### src/rtl/axi4_lite_master.sv
// axi4_lite_master: turns one-cycle AMCI read/write strobes into single AXI4-Lite
// transactions; read and write engines are independent, one outstanding each.
module axi4_lite_master #(
   parameter int ADDR_WIDTH = 32,
   parameter int ALIGN = 1
) (
   input  logic                  clk,
   input  logic                  reset,
   input  logic [ADDR_WIDTH-1:0] AMCI_WADDR,
   input  logic [31:0]           AMCI_WDATA,
   input  logic                  AMCI_WRITE,
   output logic [1:0]            AMCI_WRESP,
   output logic                  AMCI_WIDLE,
   input  logic [ADDR_WIDTH-1:0] AMCI_RADDR,
   input  logic                  AMCI_READ,
   output logic [31:0]           AMCI_RDATA,
   output logic [1:0]            AMCI_RRESP,
   output logic                  AMCI_RIDLE,
   output logic [ADDR_WIDTH-1:0] M_AXI_AWADDR,
   output logic                  M_AXI_AWVALID,
   output logic [2:0]            M_AXI_AWPROT,
   input  logic                  M_AXI_AWREADY,
   output logic [31:0]           M_AXI_WDATA,
   output logic [3:0]            M_AXI_WSTRB,
   output logic                  M_AXI_WVALID,
   input  logic                  M_AXI_WREADY,
   input  logic [1:0]            M_AXI_BRESP,
   input  logic                  M_AXI_BVALID,
   output logic                  M_AXI_BREADY,
   output logic [ADDR_WIDTH-1:0] M_AXI_ARADDR,
   output logic                  M_AXI_ARVALID,
   output logic [2:0]            M_AXI_ARPROT,
   input  logic                  M_AXI_ARREADY,
   input  logic [31:0]           M_AXI_RDATA,
   input  logic [1:0]            M_AXI_RRESP,
   input  logic                  M_AXI_RVALID,
   output logic                  M_AXI_RREADY
);
   typedef enum logic [1:0] {W_IDLE, W_SEND, W_WAIT_B} wstate_t;
   typedef enum logic [1:0] {R_IDLE, R_SEND_AR, R_WAIT_R} rstate_t;
   localparam logic [ADDR_WIDTH-1:0] amask = (ALIGN != 0) ? {{(ADDR_WIDTH-2){1'b1}}, 2'b00} : '1;
   wstate_t wstate;
   rstate_t rstate;
   logic aw_done, w_done;
   assign M_AXI_AWPROT = 3'b000;
   assign M_AXI_ARPROT = 3'b000;
   assign M_AXI_WSTRB = 4'hF;
   assign AMCI_WIDLE = !AMCI_WRITE && wstate == W_IDLE;
   assign AMCI_RIDLE = !AMCI_READ && rstate == R_IDLE;
   // a channel counts as done if already handshaken or handshaking on this edge
   assign aw_done = !M_AXI_AWVALID || M_AXI_AWREADY;
   assign w_done = !M_AXI_WVALID || M_AXI_WREADY;
   always_ff @(posedge clk) begin
      if (reset) begin
         wstate <= W_IDLE;
         M_AXI_AWVALID <= 1'b0;
         M_AXI_WVALID <= 1'b0;
         M_AXI_BREADY <= 1'b0;
         M_AXI_AWADDR <= '0;
         M_AXI_WDATA <= '0;
         AMCI_WRESP <= 2'b00;
      end else begin
         case (wstate)
            W_IDLE: if (AMCI_WRITE) begin
               M_AXI_AWADDR <= AMCI_WADDR & amask;
               M_AXI_WDATA <= AMCI_WDATA;
               M_AXI_AWVALID <= 1'b1;
               M_AXI_WVALID <= 1'b1;
               wstate <= W_SEND;
            end
            W_SEND: begin
               if (M_AXI_AWREADY) M_AXI_AWVALID <= 1'b0;
               if (M_AXI_WREADY) M_AXI_WVALID <= 1'b0;
               if (aw_done && w_done) begin
                  M_AXI_BREADY <= 1'b1;
                  wstate <= W_WAIT_B;
               end
            end
            W_WAIT_B: if (M_AXI_BVALID) begin
               AMCI_WRESP <= M_AXI_BRESP;
               M_AXI_BREADY <= 1'b0;
               wstate <= W_IDLE;
            end
            default: wstate <= W_IDLE;
         endcase
      end
   end
   always_ff @(posedge clk) begin
      if (reset) begin
         rstate <= R_IDLE;
         M_AXI_ARVALID <= 1'b0;
         M_AXI_RREADY <= 1'b0;
         M_AXI_ARADDR <= '0;
         AMCI_RDATA <= '0;
         AMCI_RRESP <= 2'b00;
      end else begin
         case (rstate)
            R_IDLE: if (AMCI_READ) begin
               M_AXI_ARADDR <= AMCI_RADDR & amask;
               M_AXI_ARVALID <= 1'b1;
               rstate <= R_SEND_AR;
            end
            R_SEND_AR: if (M_AXI_ARREADY) begin
               M_AXI_ARVALID <= 1'b0;
               M_AXI_RREADY <= 1'b1;
               rstate <= R_WAIT_R;
            end
            R_WAIT_R: if (M_AXI_RVALID) begin
               AMCI_RDATA <= M_AXI_RDATA;
               AMCI_RRESP <= M_AXI_RRESP;
               M_AXI_RREADY <= 1'b0;
               rstate <= R_IDLE;
            end
            default: rstate <= R_IDLE;
         endcase
      end
   end
endmodule

### config.mk
export PLATFORM = sky130hd
export DESIGN_NAME = axi4_lite_master
export DESIGN_NICKNAME = d
export VERILOG_FILES = /design/src/rtl/axi4_lite_master.sv
export SDC_FILE = /design/constraint.sdc
export NUM_CORES = 1
export LEC_CHECK = 0
export CAP_MARGIN = 20
export CORE_MARGIN = 2
export CORE_UTILIZATION = 38
export CTS_BUF_LIST = sky130_fd_sc_hd__clkbuf_4 sky130_fd_sc_hd__clkbuf_8 sky130_fd_sc_hd__clkbuf_16
export CTS_CLUSTER_SIZE = 10
export DETAILED_ROUTE_END_ITERATION = 10
export PLACE_DENSITY = 0.91
export SLEW_MARGIN = 20
export SYNTH_ARGS = -nofsm -noshare
export SYNTH_HDL_FRONTEND = slang
export SYNTH_SLANG_ARGS = --single-unit
### constraint.sdc
create_clock -name clk -period 1.9 [get_ports clk]
set_clock_uncertainty 0.15 [all_clocks]
set_input_delay 0.38 -clock clk [delete_from_list [all_inputs] [get_ports clk]]
set_output_delay 0.38 -clock clk [all_outputs]
set_load 0.02 [all_outputs]
Word-level counts from Yosys, hierarchy flattened
Cells that the tools add are included.
{"block": "op_classes", "n_reduce_logical": 26, "eq_ne": 12, "muxes": 22}
{"op": "$reduce_and 3->1", "n": 7}
{"op": "$ne 2x2->1 const B", "n": 8}
{"op": "$mux 2", "n": 6}
{"op": "$pmux 2 s3", "n": 2}
{"op": "$pmux 1 s2", "n": 5}
{"op": "$mux 1", "n": 9}
{"op": "$reduce_and 2->1", "n": 4}
{"op": "$reduce_bool 2->1", "n": 4}
{"op": "$eq 2x1->1 const B", "n": 2}
{"op": "$eq 2x2->1 const B", "n": 2}
{"op": "$logic_not 1->1", "n": 4}
{"op": "$logic_not 2->1", "n": 2}
{"op": "$logic_and 1x1->1", "n": 3}
{"op": "$logic_or 1x1->1", "n": 2}
{"block": "totals", "inputBits": 141, "word_cells": 73, "regBits": 137, "out_inout_bits": 149}

Depth between registers and ports, before layout
{"block": "logic_depth", "depth_word": 5, "depth_mapped": 6, "depth_no_buf": 3}

Least setup slack after synthesis
OpenSTA, ideal clock, no wires.
{"block": "synth_path", "path_type": "flip-flop to output port", "startpoint": "register rstate[0]", "endpoint": "output AMCI_RIDLE", "setup_slack_ns": 0.429, "path_buffers": 1, "path_stages_with_launch": 3, "t_arrival_ns": 0.941, "required_ns": 1.370, "path_cell_list": "dfxtp_1 > buf_2 > nor3_1"}
{"block": "synth_between", "elab_chain_len": 2}
{"element": "start, declared", "line_no": "43", "source": "rstate_t rstate;"}
{"element": "start signal, assigned", "line_no": "90", "source": "rstate <= R_IDLE;"}
{"element": "start signal, assigned", "line_no": "101", "source": "rstate <= R_SEND_AR;"}
{"element": "start signal, assigned", "line_no": "106", "source": "rstate <= R_WAIT_R;"}
{"element": "$logic_not 2->1", "line_no": "49", "source": "assign AMCI_RIDLE = !AMCI_READ && rstate == R_IDLE;"}
{"element": "$logic_and 1x1->1", "line_no": "49"}
{"element": "end, declared", "line_no": "18", "source": "output logic AMCI_RIDLE,"}
Every way passes these cells.

Worst setup path in the final report
{"block": "layout_path", "startpoint": "input AMCI_READ", "endpoint": "output AMCI_RIDLE"}
{"block": "layout_between", "elab_chain_len": 2}
{"element": "start, declared", "line_no": "15", "source": "input logic AMCI_READ,"}
{"element": "$logic_not 1->1", "line_no": "49"}
{"element": "$logic_and 1x1->1", "line_no": "49"}
Every way passes these cells.

==> key figures <==
Run status
  – Status: finished, violations left
  – Violated checks: setup timing

Floorplan
  – Initial Util: 0.392
  – Std cell rows: slightly above 40
  – DIE WIDTH: 119 um
  – DIE AREA: roughly 0.014 mm^2
  – Top Ports: 290
  – Core area: approximately 0.013 mm^2
  – Die Y: around 120 um

Setup path
  – Required time of the critical path: about 1.4 ns
  – WP data arrival: ~1.4 ns
  – Crit Path Max Fanout: 2
  – Crit path max-delay cell type: clkdlybuf4s50_1
  – Critical-path cell list: clkdlybuf4s50_1 -> nor3_1 -> dlygate4sd2_1
  – R2R depth: 5
  – Largest stage delay, worst path: approximately 0.43 ns
  – Crit Path Category: input pin to primary output
  – CP startpoint kind: input pin
  – Worst R2R Start: wstate[1]$_SDFFE_PP0P_
  – Worst Setup SP: AMCI_READ
  – Worst Setup End Kind: primary output
  – R2r endpoint: M_AXI_WDATA[31]$_SDFFE_PP0P_
  – R2r setup slk: 0.20 ns

GRT
  – Largest net degree at the start of global routing: 53
  – Vias in the first global route: 4979
  – Global route overflow: 0
  – Initial antenna violation count: 1
  – Global-route wire length before repair: between 20000 and 25000 um
  – Total track usage: 0.217

Layout
  – Layout Cells excl Fill: ~1100
  – Post-layout net count: slightly above 1000
  – ANT cells: 0
  – Area grow syn2layout: 70.9%
  – Share of cells above drive strength 1: 0.0613

Synthesis
  – Mux share of post-synthesis cell area: 0.00402
  – Simple-Gate Fraction of Synth Area: 0.220
  – Synthesized cell area: around 0.0050 mm^2
  – Count leader, synth: nand2_1
  – Largest family of logic cells by synthesized area: simple AND/OR/NAND/NOR gates
  – XOR/XNOR Fraction of Synth Area: 0
  – Syn Inst Count: between 600 and 700
  – Async SR Flop Fraction: 0
  – Number of synthesized flops with an enable pin: 0
  – Syn Area/Cell: about 8.0 um^2
  – Synth top area cells: dfxtp_1, nand2_1, a21oi_1, buf_2, buf_4
  – Post-synthesis sequential area ratio: 0.550
  – Post-Synth Adder-Cell Area: 0
  – Post-synthesis compound-gate area fraction: 0.149
  – Yosys warns: 0
  – Cell taking the most area after synthesis: dfxtp_1
  – Count of state elements after synthesis: between 100 and 150
  – Commonest cells post-synth: nand2_1, dfxtp_1, a21oi_1, buf_2, clkbuf_1
  – Netlist cell types: 28
  – Top cell type's share of synthesized area: 0.550
  – Most used DFF post-synth: dfxtp_1

Min path
  – Class of the worst hold path: input pin to flop
  – Worst Hold Depth: 2
  – Min-Delay Startpoint: reset
  – Hold EP: M_AXI_ARADDR[3]$_SDFFE_PP0P_

Placed design
  – Detailed placer's ending HPWL: between 10000 and 15000 um
  – Post-Place Cells: 1041
  – IO Port Bufs: 271
  – GP Congestion: approximately 0.77

Timing
  – Fmax: approximately 520 MHz
  – TNS Setup: -0.00487 ns
  – Max Slew Vio Count: 0
  – Tmin final: about 1.9 ns
  – Final period util: 1.00
  – Setup-failing EPs final: 1
  – Fin worst setup slack: -0.00487 ns
  – Final hold vios: 0

Clocking
  – Root Driver: clkbuf_16
  – CTS Buf Count: 17
  – CTS tree: yes
  – Post-CTS setup buffers: 0
  – Worst-path clk slew: roughly 0.05 ns
  – Max clock buf depth: 2
  – Clk_lat worst skew: 0.40 ns
  – Htree depth: 4
  – Sinks on Clock Net: 137

Detailed routing
  – DRT iter0 DRCs: approximately 290
  – Vias/cell: 4.75
  – Post-DRT Antenna Nets: 0
  – Routed WL: 15900 um
  – Via count: 5079
  – DRC: 0
  – Avg WL per Cell: 14.9 um
  – Drt first pass iters: 4

Power
  – Leakage: 4.36 nW
  – Pwr/cell area: 906 mW/mm^2
  – Worst vdd ir: between 0.6 and 0.7 mV

Flow run
  – Max Cap Viol: 0
## worst max-delay path by stage
stage	depth (start not counted)	to	slack [ns]
2_1_floorplan	2	AMCI_RIDLE	0.43
3_3_place_gp	3	AMCI_WIDLE	-0.29
3_5_place_dp	3	AMCI_WIDLE	-0.26
4_1_cts	1	M_AXI_WDATA[15]	0.0004
5_1_grt	3	AMCI_RIDLE	-0.03
6_report	3	AMCI_RIDLE	-0.005
## through the flow
stage / setup slack (ns) / util / hold WS (ns) / power, mW / instance area [um^2]
after global routing: -0.0345 / 0.669 / 0.249 / 8.02 / 8510
after floorplan: 0.429 / - / 0.347 / 3.85 / 5030
after detailed placement: -0.258 / 0.617 / 0.296 / 4.58 / 7850
after CTS: 0.000377 / 0.658 / 0.219 / 7.81 / 8370
final: -0.00487 / 0.669 / 0.234 / 7.72 / 8510
after global placement: -0.286 / 0.617 / 0.290 / 4.55 / 7850
## state kept, by name, summed over array words and instances (netlist names)
signal / cells
M_AXI_WDATA: 32
M_AXI_BREADY: 1
M_AXI_ARADDR: 30
rstate: 2
M_AXI_AWADDR: 30
AMCI_RDATA: 32
M_AXI_RREADY: 1
M_AXI_ARVALID: 1
wstate: 2
AMCI_WRESP: 2
AMCI_RRESP: 2
M_AXI_AWVALID: 1
M_AXI_WVALID: 1
## final cells by class
class                   count  area, um^2
clock buffers              26         531
repair buffers            293        3030
clock inverters             2        60.1
well taps                 172         215
multi-input cells         435        1920
inverters                   4        15.0
flip-flops and latches    137        2740
fillers                   994        4210
## layer usage
metal | GRT usage | vias to the layer above | part of all wire
met1 | 0.234 | 2309 | 0.38
met2 | 0.382 | 214 | 0.51
met4 | 0.0945 | 0 | 0.032
met3 | 0.0782 | 41 | 0.080
met5 | 0 | - | 0
li1 | - | 2515 | -
## cells in the final DEF, fill, tap and decap left out, drive strengths merged, types with 2 or more instances in the layout
| cell type | n |
|---|---|
| nand2 | 253 |
| mux2i | 2 |
| clkbuf | 26 |
| a21oi | 130 |
| dlygate4sd2 | 58 |
| inv | 4 |
| conb | 14 |
| nor2b | 3 |
| bufinv | 2 |
| o21ai | 7 |
| dlymetal6s2s | 57 |
| nor3 | 3 |
| clkdlybuf4s50 | 154 |
| nand3b | 3 |
| nor2 | 6 |
| nor3b | 2 |
| buf | 23 |
| dfxtp | 137 |
| or3b | 2 |
## cells by family (layout without fill, tap and decap cells)
logic type	Yosys count	after routing
AND/OR/NAND/NOR	276	276
AO/OA/AOI/OAI	143	143
flip-flops	137	137
buffers and inverters	62	325
other	2	14
multiplexers	2	2
## power by group
| group | internal (mW) | total [mW] | switching, mW |
|---|---|---|---|
| registers | 3.04 | 3.13 | 0.0846 |
| clock network | 2.16 | 3.26 | 1.10 |
| logic | 0.643 | 1.33 | 0.686 |
| total | 5.84 | 7.72 | 1.87 |
## timing repair
action | 4_1_cts | 5_1_grt
resized for setup | 59 | 58
hold buffers | 0 | 0
endpoints found under the setup margin | 59 | 58
## critical path, delay by kind of cell
family,cells,cell delay (ns)
buf+inv,2,0.82
simple gates,1,0.18
Power figures use the tool's default switching activity.
